--- src/rtl/uart_tx_readback.sv ---
// rtl/uart_tx_readback.sv - delay-RAM readback: fetches entries and sends each as an 8-byte UART frame
module uart_tx_readback #(
    parameter int         CLKS_PER_BIT = 87,
    parameter int         RD_LAT       = 1,
    parameter logic [7:0] HDR_BYTE     = 8'h55
) (
    input  logic        I_clk_10M,
    input  logic        I_rst_n,
    input  logic [4:0]  GA,
    input  logic        I_start,
    input  logic [1:0]  I_ch_sel,
    input  logic [10:0] I_start_addr,
    input  logic [11:0] I_count,
    output logic        O_REB_RAM1,
    output logic        O_REB_RAM2,
    output logic        O_REB_RAM3,
    output logic        O_REB_RAM4,
    output logic [10:0] O_READ_ADDR,
    input  logic [23:0] I_READ_DELAY_RAM1,
    input  logic [23:0] I_READ_DELAY_RAM2,
    input  logic [23:0] I_READ_DELAY_RAM3,
    input  logic [23:0] I_READ_DELAY_RAM4,
    output logic        txb,
    output logic        O_busy,
    output logic        O_done
);
    localparam int            BW       = $clog2(CLKS_PER_BIT);
    localparam logic [BW-1:0] BAUD_MAX = BW'(CLKS_PER_BIT - 1);
    localparam logic [1:0]    WAIT_MAX = 2'(RD_LAT - 1);

    typedef enum logic [2:0] {IDLE, RD_REQ, RD_WAIT, BUILD, TX_BYTE, NEXT, DONE} state_t;
    state_t state, state_nxt;

    logic [BW-1:0] baud_cnt;
    logic [3:0]    bit_idx;
    logic [2:0]    byte_idx;
    logic [1:0]    wait_cnt;
    logic [1:0]    ch;
    logic [10:0]   cur_addr;
    logic [11:0]   remaining;
    logic [23:0]   delay;
    logic [63:0]   frame;
    logic [9:0]    tx_shift;
    logic [23:0]   rd_sel;
    logic          baud_end, byte_end;
    logic [7:0]    fb1, fb2, fb3, fb4, fb5, fb6;

    assign baud_end = (baud_cnt == BAUD_MAX);
    assign byte_end = baud_end && (bit_idx == 4'd9);

    assign fb1 = {3'b000, GA};
    assign fb2 = {ch, 3'b000, cur_addr[10:8]};
    assign fb3 = cur_addr[7:0];
    assign fb4 = delay[23:16];
    assign fb5 = delay[15:8];
    assign fb6 = delay[7:0];

    always_comb begin
        rd_sel = I_READ_DELAY_RAM1;
        case (ch)
            2'd1:    rd_sel = I_READ_DELAY_RAM2;
            2'd2:    rd_sel = I_READ_DELAY_RAM3;
            2'd3:    rd_sel = I_READ_DELAY_RAM4;
            default: rd_sel = I_READ_DELAY_RAM1;
        endcase
    end

    always_ff @(posedge I_clk_10M or negedge I_rst_n) begin
        if (!I_rst_n) state <= IDLE;
        else          state <= state_nxt;
    end

    always_comb begin
        state_nxt = state;
        case (state)
            IDLE:    if (I_start) state_nxt = (I_count == 12'd0) ? DONE : RD_REQ;
            RD_REQ:  state_nxt = RD_WAIT;
            RD_WAIT: if (wait_cnt == WAIT_MAX) state_nxt = BUILD;
            BUILD:   state_nxt = TX_BYTE;
            TX_BYTE: if (byte_end && (byte_idx == 3'd7)) state_nxt = NEXT;
            NEXT:    state_nxt = (remaining == 12'd1) ? DONE : RD_REQ;
            DONE:    state_nxt = IDLE;
            default: state_nxt = IDLE;
        endcase
    end

    always_ff @(posedge I_clk_10M or negedge I_rst_n) begin
        if (!I_rst_n) begin
            baud_cnt  <= '0;
            bit_idx   <= '0;
            byte_idx  <= '0;
            wait_cnt  <= '0;
            ch        <= '0;
            cur_addr  <= '0;
            remaining <= '0;
            delay     <= '0;
            frame     <= '0;
            tx_shift  <= '1;
            O_busy    <= 1'b0;
            O_done    <= 1'b0;
        end else begin
            O_done <= 1'b0;
            case (state)
                IDLE: if (I_start) begin
                    ch        <= I_ch_sel;
                    cur_addr  <= I_start_addr;
                    remaining <= I_count;
                    O_busy    <= 1'b1;
                end
                RD_REQ: wait_cnt <= '0;
                RD_WAIT: begin
                    wait_cnt <= wait_cnt + 2'd1;
                    if (wait_cnt == WAIT_MAX) delay <= rd_sel;
                end
                BUILD: begin
                    frame    <= {fb1 ^ fb2 ^ fb3 ^ fb4 ^ fb5 ^ fb6, fb6, fb5, fb4, fb3, fb2, fb1, HDR_BYTE};
                    tx_shift <= {1'b1, HDR_BYTE, 1'b0};
                    byte_idx <= '0;
                    bit_idx  <= '0;
                    baud_cnt <= '0;
                end
                TX_BYTE: begin
                    if (!baud_end) begin
                        baud_cnt <= baud_cnt + BW'(1);
                    end else begin
                        baud_cnt <= '0;
                        if (bit_idx == 4'd9) begin
                            // Next byte starts straight after this stop bit; frame shifts down a byte.
                            bit_idx  <= '0;
                            byte_idx <= byte_idx + 3'd1;
                            frame    <= frame >> 8;
                            tx_shift <= {1'b1, frame[15:8], 1'b0};
                        end else begin
                            bit_idx  <= bit_idx + 4'd1;
                            tx_shift <= {1'b1, tx_shift[9:1]};
                        end
                    end
                end
                NEXT: begin
                    remaining <= remaining - 12'd1;
                    if (remaining != 12'd1) cur_addr <= cur_addr + 11'd1;
                end
                DONE: begin
                    O_busy <= 1'b0;
                    O_done <= 1'b1;
                end
                default: ;
            endcase
        end
    end

    // Driven from state so an asynchronous reset forces the line idle immediately.
    assign txb         = (state == TX_BYTE) ? tx_shift[0] : 1'b1;
    assign O_READ_ADDR = cur_addr;
    assign O_REB_RAM1  = (state == RD_REQ) && (ch == 2'd0);
    assign O_REB_RAM2  = (state == RD_REQ) && (ch == 2'd1);
    assign O_REB_RAM3  = (state == RD_REQ) && (ch == 2'd2);
    assign O_REB_RAM4  = (state == RD_REQ) && (ch == 2'd3);
endmodule

--- config.mk ---
export PLATFORM = sky130hd
export DESIGN_NAME = uart_tx_readback
export DESIGN_NICKNAME = d
export VERILOG_FILES = /design/src/rtl/uart_tx_readback.sv
export SDC_FILE = /design/constraint.sdc
export NUM_CORES = 1
export LEC_CHECK = 0
export ABC_AREA = 1
export CAP_MARGIN = 0
export CORE_MARGIN = 2
export CORE_UTILIZATION = 45
export DETAILED_ROUTE_END_ITERATION = 16
export GPL_TIMING_DRIVEN = 1
export PLACE_DENSITY = 0.81
export SLEW_MARGIN = 20
export SYNTH_ARGS = -nofsm -noshare
export SYNTH_HDL_FRONTEND = slang
export SYNTH_SLANG_ARGS = --single-unit
--- constraint.sdc ---
create_clock -name I_clk_10M -period 1.9 [get_ports I_clk_10M]
set_input_delay 0.285 -clock I_clk_10M [delete_from_list [all_inputs] [get_ports I_clk_10M]]
set_output_delay 0.285 -clock I_clk_10M [all_outputs]
set_load 0.05 [all_outputs]
==> out/qor.yml, run 1 <==
status:
  status: "completed"
logic_synthesis:
  synth_top_cell_area_share_pct: 41.2
  syn_nets: 1156
  synth.largest_area_cell: "dfrtp_1"
  synth_flop_cell: "dfrtp_1"
  ys_types: 32
  synth_common_cells: "nand2_1, dfrtp_1, inv_1, o21ai_1, nand3_1"
  ys_warn_count: 0
  synth_seq_cells: 135
  synth_edf_count: 0
  seq_area_frac_synth_pct: 44.3
  netlist_top_cells_area: "dfrtp_1, nand2_1, o21ai_1"
  async_reset_ff_share_pct: 100
  syn_area_um2: 7650
  yosysMostFrequentCell: "nand2_1"
  synth_area_per_cell_um2: 7.52
  syn_inst: 1017
pwr:
  ir_drop_mv: 0.695
  powerDensity_nw_per_um2: 732
  fin_total_pwr_w: 0.00742
  leakage_nw: 4.72
setup_path:
  cp-start-kind: "register"
  critPathCaptureType: "primary output"
  crit_arrival_ns: 1.58
  critPathKind: "reg2out"
  crit_fanout: 6
  crit_required_ns: 1.62
  r2r_cells: 8
placed_design:
  dpl_worst_slack_ns: 0.161
  gp_congestion: 0.924
  io_buffers: 146
  dp_hpwl_um: 15400
sta:
  whs_ns: 0.318
  worst_pin_slew_ns: 0.703
  min_period_over_period_pct: 98.1
  rsz0062_at_grt: "true"
  setup_ws_ns: 0.0367
  finalClockSkew_ns: 0.00829
  slew_headroom_pct: 53.1
  slew_violations: 0
  timing.fmax_ghz: 0.537
  hold_viol: 0
  finalCriticalPeriod_ns: 1.86
  setup-violations-final: 0
floorplanning:
  ioPinCount: 147
  start_util_pct: 46.1
  row_count: 47
  dieHeight_um: 134
  core_area_um2: 16600
  die-area_um2: 18100
  die_width_um: 134
drt:
  wl_met1_um: 8550
  dr.pass1.iters: 5
  drtAntennaViolNets: 0
  top_layer: "met4"
  drt_iter0_drc: 563
  post-route-drc-count: 0
  dr_wl_met2_um: 10300
  drt_wl_total_um: 20700
  route.met3.wl_um: 1220
  vias: 7304
  routed_via_density: 5.20
  wl_per_cell_um: 14.8
clocking:
  cts.sinks: 135
  clk_pin_slew_worst_paths_ns: 0.06
  clock_latency_ns: 0.43
  htree_levels: 4
  cts_buffers: 17
  cts_tree: "done"
  clockBufferDepth: 2
  cts-root-buf: "clkbuf_16"
layout:
  ff_latch_area_um2: 3390
  layout-drive-gt1-share_pct: 10.8
  diodes: 0
  fin_nets: 1311
  nFillCells: 1435
  area_delta_synth_final_pct: 32.5
  multi_input_area_um2: 3760
global_routing:
  antenna_found_initial: 0
  grt-ovfl-total: 0
  grt_max_degree: 66
  grt_pass1_wl_um: 34000
  grt_usage_pct: 23.8
  grt_pass1_vias: 7127
run:
  maxCapViolCount: 0
min_path:
  hp-class: "in2async"
[power by group]
part,internal (W),switching (W),leakage [nW]
logic,0.000514,0.000458,2.85
clock network,0.00192,0.00132,0.288
registers,0.00306,0.000150,1.59
[timing repair]
action,4_1_cts,5_1_grt
buffers inserted,1,7
endpoints found under the setup margin,5,60
endpoints found under the hold margin,24,0
pin swaps,0,3
hold buffers,1,0
resized for setup,8,9
[stage by stage]
step                      util (%)  setup TNS [ns]  area (um2)  cells
final                         61.1               0       10100   1405
after CTS                     60.7        -0.00852       10100   1398
after detailed placement      56.8               0        9420   1364
after global placement        56.8               0        9420   1364
after floorplan                  -          -0.201        7650   1017
after global routing          61.1         -0.0140       10100   1405
[layout make-up]
type | instances | area share (%)
clock buffers | 20 | 4.60
clock inverters | 12 | 1.16
inverters | 80 | 2.99
multi-input cells | 758 | 37.1
flip-flops and latches | 135 | 33.5
well taps | 220 | 2.72
repair buffers | 180 | 18.0
[path summary, 6_finish.rpt]
kind | slack (ns) | from | end
max | 0.04 | state[0] | txb
min | 0.32 | I_rst_n | ch[0]
max reg2reg | 0.14 | state[0] | delay[23]
min reg2reg | 0.47 | tx_shift[0] | tx_shift[0]
max in group asynchronous | 0.92 | I_rst_n | frame[50]
min in group I_clk_10M | 0.42 | I_ch_sel[0] | ch[0]
[cells in the final DEF (no fill, tap or decap), types with 7 or more instances in the layout]
cell type	n
a21oi_1	37
buf_12	11
buf_4	38
clkbuf_16	17
clkdlybuf4s50_1	128
dfrtp_1	124
dfstp_2	9
ha_1	10
inv_1	73
mux2i_1	23
nand2_1	359
nand3_1	69
nor2_1	37
nor3_1	7
o21ai_0	65
o21ai_1	73
or2_2	7
xnor2_1	20
xor2_1	13
[flip-flops by register name, summed over array words and instances (netlist names)]
register / cells
O_READ_ADDR: 11
remaining: 12
frame: 56
delay: 24
byte_idx: 3
baud_cnt: 7
bit_idx: 4
wait_cnt: 2
O_done: 1
tx_shift: 9
O_busy: 1
ch: 2
state: 3
[routing by layer]
layer / global-route usage [%] / up-vias
met5: 0 / -
met3: 5.03 / 35
met1: 28.8 / 3389
li1: - / 3605
met2: 40.4 / 275
met4: 11.4 / 0
[worst max-delay path: stages (launching register included)]
cell	delay (ns)
dfrtp_2	0.47
nor2_4	0.15
nand2_2	0.06
or2_2	0.28
buf_4	0.19
[cell families after synthesis]
logic type / after synthesis / share of synthesized area, %
simple gates: 503 / 27.2
compound gates: 189 / 12.8
flops: 135 / 44.3
buf+inv: 124 / 7.28
xor+xnor: 33 / 3.78
mux: 23 / 3.01
fa+ha+maj: 10 / 1.64
Note: power is estimated with default switching activity, not from simulation.
==> run 2, diff against run 1 <==
Settings changed: CORE_UTILIZATION 45 to 53, PLACE_DENSITY 0.81 to 0.91.
==> run 2 against run 1 <==
Die area decreased by 15%. Core utilization increased by 11 points. Non-clock buffer count decreased by 5. Global-route usage grew 5.4 points. Register-to-register slack got worse by 0.03 ns. Maximum frequency is 0.20% lower. Total power increased by 1.2%. Combinational power about the same. Clock power up 2%. Count of clock-buffer cells in the layout rose by 2. Sequential power barely moved. Critical endpoint is now O_busy. Design area decreased by 0.68%.
==> out/qor.yml, run 2 (synthesized netlist as in run 1, its figures left out) <==
status:
  status: "completed"
layout:
  reg_top3: "frame x56, delay x24, remaining x12"
  ff_latch_area_um2: 3390  # about the same
  layout-drive-gt1-share_pct: 10.4  # -0.38 points
  multi_input_area_um2: 3770  # about the same
  layout_commonest_cell: "nand2_1"
  fin_nets: 1306  # -0.38%
  largest_reg_flops: 56  # unchanged
  final_util_pct: 72.0  # +11 points
  nFillCells: 991  # -31%
  mostFrequentLayoutCells: "nand2_1, clkdlybuf4s50_1, dfrtp_1, o21ai_1, inv_1"
  area_delta_synth_final_pct: 31.6
  design_area_um2: 10100  # -0.68%
  diodes: 0  # unchanged
  largest_register: "frame"
floorplanning:
  die-area_um2: 15400  # -15%
  ioPinCount: 147  # unchanged
  dieHeight_um: 124  # -7.6%
  row_count: 43  # -8.5%
  die_width_um: 124  # -7.6%
  core_area_um2: 14000  # -16%
  start_util_pct: 54.7  # +8.6 points
setup_path:
  crit_path_top_delay_cell: "clkdlybuf4s50_1"
  cpPeakStageDelay_ns: 0.80  # +0.33 ns
  crit_required_ns: 1.62  # about the same
  critPathCaptureType: "primary output"
  crit_buf_inv: 1  # unchanged
  crit_family: "buffers and inverters"
  critPathKind: "reg2out"
  cp-start-kind: "register"
  crit_arrival_ns: 1.58  # about the same
  crit_fanout: 2  # -4
  crit_chain: "clkdlybuf4s50_1"
sta:
  finalCriticalPeriod_ns: 1.87  # +0.00370 ns
  slew_violations: 0  # unchanged
  timing.fmax_ghz: 0.536  # -0.20%
  worst_pin_slew_ns: 0.685  # -0.0180 ns
  finalClockSkew_ns: 0.00837  # +0.0000841 ns
  setup-tns-final_ns: 0  # unchanged
  slew_headroom_pct: 54.3  # +1.2 points
  hold_viol: 0  # unchanged
  min_period_over_period_pct: 98.3  # +0.19 points
  whs_ns: 0.269  # -0.0494 ns
  setup_ws_ns: 0.0330  # -0.00370 ns
  setup-violations-final: 0  # unchanged
clocking:
  clk_pin_slew_worst_paths_ns: 0.06  # about the same
  cts_buffers: 17  # unchanged
  cts.sinks: 135  # unchanged
  cts_tree: "done"
  clock_latency_ns: 0.43  # about the same
  htree_levels: 4  # unchanged
  cts-root-buf: "clkbuf_16"
  clockBufferDepth: 2  # unchanged
global_routing:
  grt_pass1_vias: 7273  # +2.0%
  grt_max_degree: 61  # -7.6%
  antenna_found_initial: 0  # unchanged
  grt_pass1_wl_um: 34600  # +1.8%
  grt_usage_pct: 29.2  # +5.4 points
  grt-ovfl-total: 0  # unchanged
drt:
  routed_via_density: 5.58  # +7.3%
  vias: 7587  # +3.9%
  post-route-drc-count: 0  # unchanged
  drtAntennaViolNets: 0  # unchanged
  drt_iter0_drc: 893  # +59%
  dr.pass1.iters: 6  # +1
  drt_wl_total_um: 21800  # +5.1%
  wl_per_cell_um: 16.0  # +8.5%
placed_design:
  dpl_worst_slack_ns: 0.119  # -0.0417 ns
  gp_congestion: 0.893  # -3.4%
  placed_cell_area_um2: 9300  # -1.3%
  dp_hpwl_um: 15300  # -0.34%
  io_buffers: 146  # unchanged
run:
  maxCapViolCount: 0  # unchanged
pwr:
  powerDensity_nw_per_um2: 746  # +1.9%
  power.internal_w: 0.00560  # +2.0%
  pwr-share-clk_pct: 44.2  # +0.6 points
  leakage_nw: 4.70  # -0.39%
  p_sw_share_pct: 25.4  # -0.54 points
  switching_power_w: 0.00191  # -0.90%
  p_comb_share_pct: 12.9  # -0.2 points
  ir_drop_mv: 0.747  # +7.5%
  seqPwrFrac_pct: 42.9  # -0.4 points
min_path:
  hp-class: "in2async"
[run 2: power by group through the flow]
stage	combinational (W)	sequential, W	clock (W)
after floorplan	0.000498	0.00321	0
final	0.000970	0.00322	0.00332
after global routing	0.00108	0.00324	0.00346
after detailed placement	0.000957	0.00326	0
after CTS	0.000968	0.00321	0.00332
after global placement	0.000912	0.00325	0
[run 2: final timing paths]
path                       cells after the start        start          end  slack, ns
setup / recovery                               1       O_busy       O_busy       0.03
hold / removal                                 2      I_rst_n    frame[33]       0.27
setup reg to reg                               9  baud_cnt[0]    frame[33]       0.11
hold reg to reg                                2  tx_shift[0]  tx_shift[0]       0.47
max in group asynchronous                      3      I_rst_n  tx_shift[1]       0.95
min in group I_clk_10M                         3  I_ch_sel[0]        ch[0]       0.43
[run 2: timing repair]
item                       in CTS  in global routing
hold buffers                    1                  0
setup buffers                   2                  5
cloned                          0                  2
setup endpoints to repair       5                 72
hold endpoints to repair       14                  0
pin swaps                       1                  2
gates resized for setup         6                 11
[run 2: per-stage QoR]
step	instances	power, W
6_report	1360	0.00751
4_1_cts	1353	0.00750
2_1_floorplan	1017	0.00371
5_1_grt	1360	0.00778
3_3_place_gp	1318	0.00416
3_5_place_dp	1318	0.00421
[run 2: layout make-up]
| class | instances | area share [%] |
|---|---|---|
| Sequential cell | 135 | 33.7 |
| Timing Repair Buffer | 175 | 17.8 |
| Inverter | 80 | 3.01 |
| Tap cell | 180 | 2.24 |
| Multi-Input combinational cell | 758 | 37.4 |
| Clock inverter | 10 | 1.18 |
| Clock buffer | 22 | 4.71 |
[run 2: routing by layer]
metal | vias to the layer above | part of all wire [%] | global-route usage [%]
met4 | 0 | 4.5 | 15.2
met2 | 377 | 50 | 49.7
met5 | - | 0 | 0
met1 | 3541 | 38 | 35.1
met3 | 72 | 7.2 | 5.82
li1 | 3597 | - | -
[run 2: worst reg2reg max path, stage by stage (launching register included)]
cell	delay (ns)
dfrtp_1	0.38
inv_1	0.06
ha_1	0.14
nand2_1	0.06
nor3_1	0.13
nand2_1	0.15
nand2_4	0.14
nand3_4	0.17
clkbuf_16	0.25
o21ai_1	0.24
